File: config.mk
export PLATFORM = sky130hd
export DESIGN_NAME = sdramtx_pack
export DESIGN_NICKNAME = d
export VERILOG_FILES = /design/src/rtl/sdramtx_pkg.sv /design/src/rtl/sdramtx_fifo.sv /design/src/rtl/sdramtx_pack.sv
export SDC_FILE = /design/constraint.sdc
export NUM_CORES = 1
export LEC_CHECK = 0
export CAP_MARGIN = 20
export CORE_MARGIN = 3
export CORE_UTILIZATION = 34
export CTS_CLUSTER_SIZE = 14
export DETAILED_ROUTE_END_ITERATION = 8
export GPL_ROUTABILITY_DRIVEN = 1
export MAX_ROUTING_LAYER = met4
export PLACE_DENSITY = 0.6
export SLEW_MARGIN = 10
export SYNTH_ARGS = -nofsm -noshare
export SYNTH_HDL_FRONTEND = slang
export SYNTH_SLANG_ARGS = --single-unit
File: constraint.sdc
create_clock -name clk -period 6.3 [get_ports clk]
set_input_delay 0.63 -clock clk [delete_from_list [all_inputs] [get_ports clk]]
set_output_delay 0.63 -clock clk [all_outputs]
set_load 0.02 [all_outputs]
File: src/rtl/sdramtx_pkg.sv
// Shared encodings and entry layout for the SDRAM write-data packer.
package sdramtx_pkg;

  localparam int PM_PHASE    = 0;
  localparam int PM_TWOBEAT  = 1;
  localparam int PM_FASTPACK = 2;

  // Channel word positions inside one FIFO entry {state, slow, fast}.
  localparam int SLOT_FAST  = 0;
  localparam int SLOT_SLOW  = 1;
  localparam int SLOT_STATE = 2;

  function automatic int entry_width(input int ch_w);
    return 3 * ch_w;
  endfunction

endpackage

File: src/rtl/sdramtx_fifo.sv
// Synchronous FIFO with a two-deep head view and pop-1/pop-2 controls.
module sdramtx_fifo #(
  parameter int WIDTH = 48,
  parameter int DEPTH = 8
) (
  input  logic                     clk,
  input  logic                     reset,
  input  logic                     push,
  input  logic [WIDTH-1:0]         wdata,
  input  logic                     pop1,
  input  logic                     pop2,
  output logic [WIDTH-1:0]         head,
  output logic [WIDTH-1:0]         head_next,
  output logic [$clog2(DEPTH):0]   level,
  output logic                     full
);

  localparam int AW = $clog2(DEPTH);
  localparam int LW = AW + 1;

  logic [WIDTH-1:0] mem [DEPTH];
  logic [AW-1:0]    wptr;
  logic [AW-1:0]    rptr;
  logic [1:0]       pop_cnt;

  // The caller guarantees push only when not full and pops only with enough data.
  assign pop_cnt = pop2 ? 2'd2 : (pop1 ? 2'd1 : 2'd0);

  always_ff @(posedge clk or negedge reset) begin
    if (!reset) begin
      wptr  <= '0;
      rptr  <= '0;
      level <= '0;
    end else begin
      if (push) wptr <= wptr + AW'(1);
      rptr  <= rptr + AW'(pop_cnt);
      level <= level + LW'(push) - LW'(pop_cnt);
    end
  end

  always_ff @(posedge clk) begin
    if (push) mem[wptr] <= wdata;
  end

  assign head      = mem[rptr];
  assign head_next = mem[rptr + AW'(1)];
  assign full      = (level == LW'(DEPTH));

endmodule

File: src/rtl/sdramtx_pack.sv
// SDRAM write-data packer: buffers AVC vectors and serves 2*CH_W-bit DQ beats
// in phase-select, two-beat or fast-pack mode.
module sdramtx_pack
  import sdramtx_pkg::*;
#(
  parameter int CH_W      = 16,
  parameter int DEPTH     = 8,
  parameter int PACK_MODE = 0
) (
  input  logic                    clk,
  input  logic                    reset,
  input  logic                    in_valid,
  output logic                    in_ready,
  input  logic [CH_W-1:0]         in_fast,
  input  logic [CH_W-1:0]         in_slow,
  input  logic [CH_W-1:0]         in_state,
  input  logic                    burst_start,
  input  logic                    dq_req,
  output logic [2*CH_W-1:0]       dq_out,
  output logic                    dq_valid,
  output logic [$clog2(DEPTH):0]  level,
  output logic                    underrun
);

  localparam int EW = entry_width(CH_W);
  localparam int LW = $clog2(DEPTH) + 1;

  logic [EW-1:0]     wdata;
  logic [EW-1:0]     head;
  logic [EW-1:0]     head_next;
  logic              full;
  logic              push;
  logic              pop1;
  logic              pop2;
  logic              sufficient;
  logic              serve;
  logic [1:0]        bcnt;
  logic [1:0]        eff_bcnt;
  logic              sb;
  logic              sb_next;
  logic [2*CH_W-1:0] beat;
  logic [CH_W-1:0]   head_fast;
  logic [CH_W-1:0]   head_slow;
  logic [CH_W-1:0]   head_state;
  logic [CH_W-1:0]   next_fast;
  logic              unused_next;

  assign in_ready = reset && !full;
  assign push     = in_valid && in_ready;

  always_comb begin
    wdata = '0;
    wdata[SLOT_FAST*CH_W  +: CH_W] = in_fast;
    wdata[SLOT_SLOW*CH_W  +: CH_W] = in_slow;
    wdata[SLOT_STATE*CH_W +: CH_W] = in_state;
  end

  sdramtx_fifo #(
    .WIDTH (EW),
    .DEPTH (DEPTH)
  ) u_fifo (
    .clk       (clk),
    .reset     (reset),
    .push      (push),
    .wdata     (wdata),
    .pop1      (pop1),
    .pop2      (pop2),
    .head      (head),
    .head_next (head_next),
    .level     (level),
    .full      (full)
  );

  assign head_fast   = head[SLOT_FAST*CH_W  +: CH_W];
  assign head_slow   = head[SLOT_SLOW*CH_W  +: CH_W];
  assign head_state  = head[SLOT_STATE*CH_W +: CH_W];
  assign next_fast   = head_next[SLOT_FAST*CH_W +: CH_W];
  assign unused_next = ^head_next;

  assign sufficient = (PACK_MODE == PM_FASTPACK) ? (level >= LW'(2)) : (level != '0);
  assign serve      = dq_req && sufficient;
  // A concurrent burst_start makes this very beat the first of the new burst.
  assign eff_bcnt   = burst_start ? 2'b00 : bcnt;

  always_comb begin
    beat    = '0;
    pop1    = 1'b0;
    pop2    = 1'b0;
    sb_next = sb;
    case (PACK_MODE)
      PM_TWOBEAT: begin
        beat = sb ? {head_state, head_fast} : {head_slow, head_fast};
        if (serve) begin
          pop1    = sb;
          sb_next = !sb;
        end
      end
      PM_FASTPACK: begin
        beat = {next_fast, head_fast};
        pop2 = serve;
      end
      default: begin
        beat = {(eff_bcnt == 2'b10) ? head_slow : head_state, head_fast};
        pop1 = serve;
      end
    endcase
  end

  always_ff @(posedge clk or negedge reset) begin
    if (!reset) begin
      bcnt     <= 2'b00;
      sb       <= 1'b0;
      dq_out   <= '0;
      dq_valid <= 1'b0;
      underrun <= 1'b0;
    end else begin
      dq_valid <= serve;
      sb       <= sb_next;
      if (serve) begin
        dq_out <= beat;
        bcnt   <= eff_bcnt + 2'd1;
      end else if (burst_start) begin
        bcnt   <= 2'b00;
      end
      if (dq_req && !sufficient) underrun <= 1'b1;
    end
  end

endmodule

==> impl_metrics.env <==
export IMPL_status="complete, no violations"
export IMPL_synth_seq_cells=430
export IMPL_ys_warn_count=0
export IMPL_die_w_um=225.3
export IMPL_leakagePower_nw=6.244
export IMPL_dpl_hpwl_um=18740
export IMPL_grt_pass1_wl_um=52300
export IMPL_synth_edf_count=384
export IMPL_layout_setup_ws_ns=2.846
export IMPL_die_h_um=225.3
export IMPL_final_cell_mix="edfxtp_1, mux4_2, clkdlybuf4s50_1"
export IMPL_syn2layout_area_growth_pct=18.65
export IMPL_antenna_found_initial=2
export IMPL_hold_class="in2async"
export IMPL_post_route_cell_area_sq_mm=0.01940
export IMPL_power_density_mw_per_mm2=424.6
export IMPL_fp_row_count=79
export IMPL_dpl_cell_area_sq_mm=0.01798
export IMPL_critPathLaunchType="input pin"
export IMPL_htree_levels=2
export IMPL_root_buffer="clkbuf_16"
export IMPL_crit_fanout=46
export IMPL_worstPathRequired_ns=5.67
export IMPL_layoutNonFillerInstCount=1489
export IMPL_layout_nets=910
export IMPL_fin_util_pct=41.23
export IMPL_drc=0
export IMPL_place_ws_ns=2.623
export IMPL_core_sq_mm=0.04705
export IMPL_cts_buffers=43
export IMPL_seq_area_sq_mm=0.01269
export IMPL_slew_headroom_pct=27.53
export IMPL_vdd_ir_drop_max_uv=212.5
export IMPL_period_needed_ns=3.454
export IMPL_cp_end_kind="output port"
export IMPL_reg2regPathDepth=11
export IMPL_synth_distinct_cells=36
export IMPL_io_buffers=91
export IMPL_multiInputGateArea_sq_mm=0.003467
export IMPL_gp_congestion=0.7309
export IMPL_worst_clock_skew_ns=0.01278
export IMPL_tns_ns=0
export IMPL_critPathArrivalTime_ns=2.82
export IMPL_wl_per_cell_um=23.19
export IMPL_insertion_delay_ns=0.54
export IMPL_antenna_left=0
export IMPL_r2r_end="u_fifo.level[3]"
export IMPL_ys_seq_area_share_pct=77.57
export IMPL_reg2reg_slack_ns=2.89
export IMPL_yosysTopAreaCellShare_pct=70.53
export IMPL_syn_area_sq_mm=0.01635
export IMPL_async_flop_share_pct=10.70
export IMPL_die_area_sq_mm=0.05075
export IMPL_synth_nets=796
export IMPL_hold_violations=0
export IMPL_clkSinkCount=430
export IMPL_endpoint="in_ready"
export IMPL_post_cts_setup_buffers=0
export IMPL_start_util_pct=34.75
export IMPL_fin_crit_sh_pct=54.83
export IMPL_setup_viol=0
export IMPL_track_usage_pct=14.20
export IMPL_whs_ns=0.4528
export IMPL_via_per_inst=5.069
export IMPL_synth_area_leader_cell="edfxtp_1"
export IMPL_syn_area_per_cell_sq_um=22.30
export IMPL_timing_rr_start="u_fifo.level[2]"
export IMPL_cts_tree="built"
export IMPL_path_class="in2out"
export IMPL_nFillCells=4130
export IMPL_layout_drive_gt1_share_pct=24.09
export IMPL_vias=7548
export IMPL_synth_area_leaders="edfxtp_1, mux4_2, dfrtp_1, mux2i_1, a21oi_1"
export IMPL_rsz0062_at_grt="no"
export IMPL_placedCellCount=1406
export IMPL_path_clk_slew_ns=0.06
export IMPL_worst_slew_pin_slew_ns=1.085
export IMPL_final_common_cell="edfxtp_1"
export IMPL_grt_max_degree=53
export IMPL_maxCapViolCount=0
export IMPL_first_global_vias=8061
export IMPL_drt_total_wl_um=34530
export IMPL_power_mw=8.237
export IMPL_fmax_ghz=0.2895
export IMPL_first_iter_violations=618
export IMPL_grt_overflow=0
export IMPL_clockBufferDepth=3
export IMPL_synth_ff_type="edfxtp_1"
export IMPL_slew_viol_final=0
export IMPL_syn_instance_count=733
export IMPL_firstDrtPassIters=5
export IMPL_startpoint="reset"
export IMPL_io_pins=92
## final cells by class
cell class,instances,area share (%)
Antenna cell,2,0.02580
Clock buffer,60,6.456
Clock inverter,18,0.5869
Inverter,7,0.1354
Multi-Input combinational cell,254,17.87
Sequential cell,430,65.41
Tap cell,607,3.915
Timing Repair Buffer,111,5.599
## layer usage
layer	track usage (%)	part of all wire, %	up-vias
met4	3.752	1.9	0
li1	-	-	3305
met5	-	0	-
met1	19.05	44	3986
met2	22.43	48	202
met3	2.788	5.6	55
## sequential cells by signal, indices dropped and copies added, names as in the netlist
signal	flops
u_fifo.mem	384
dq_out	32
u_fifo.level	4
u_fifo.rptr	3
u_fifo.wptr	3
bcnt	2
dq_valid	1
underrun	1
## report_power, final
group	total, mW	switching (mW)	internal (mW)
clock network	2.45	1.03	1.43
logic	2.12	1.09	1.03
registers	3.67	0.212	3.45
## synth_stat cells, types with 2 or more instances
master	instances
nor3_1	4
buf_1	2
xor2_1	3
mux4_2	96
clkbuf_1	14
buf_4	10
buf_6	3
a221oi_1	6
a221oi_2	10
nor2_1	3
dfrtp_1	46
ha_1	9
mux2i_1	33
edfxtp_1	384
buf_2	13
o22ai_1	16
inv_1	6
xnor2_1	3
nand2b_1	5
mux2_2	2
nand4_1	2
a21oi_1	49
## worst min-delay path by stage
stage,startpoint,end,slack (ns),depth (start not counted)
final,reset,u_fifo.wptr[2],0.45,2
after global routing,reset,u_fifo.wptr[2],0.46,2
after CTS,reset,u_fifo.wptr[2],0.43,2
after detailed placement,reset,u_fifo.wptr[2],0.47,1
after global placement,underrun,underrun,0.46,1
after floorplan,reset,bcnt[0],0.33,0
## cells by family (layout without fill, tap and decap cells)
group	after synthesis	after routing	synth area share, %
flops	430	430	77.57
mux	131	131	15.38
buf+inv	49	196	1.592
other cells	0	2	0
fa+ha+maj	10	10	0.8112
simple gates	24	24	0.8802
compound gates	83	83	3.444
xor+xnor	6	6	0.3215
## critical path: stages
cell             delay, ns
dlygate4sd3_1         0.53
buf_2                 0.19
buf_4                 0.63
and2_1                0.23
clkdlybuf4s50_1       0.60
## repair_timing
item                                   4_1_cts  5_1_grt
resized for setup                            0        0
endpoints found under the hold margin        1        0
hold buffers                                 1        0
(Power assumes the default switching activity.)
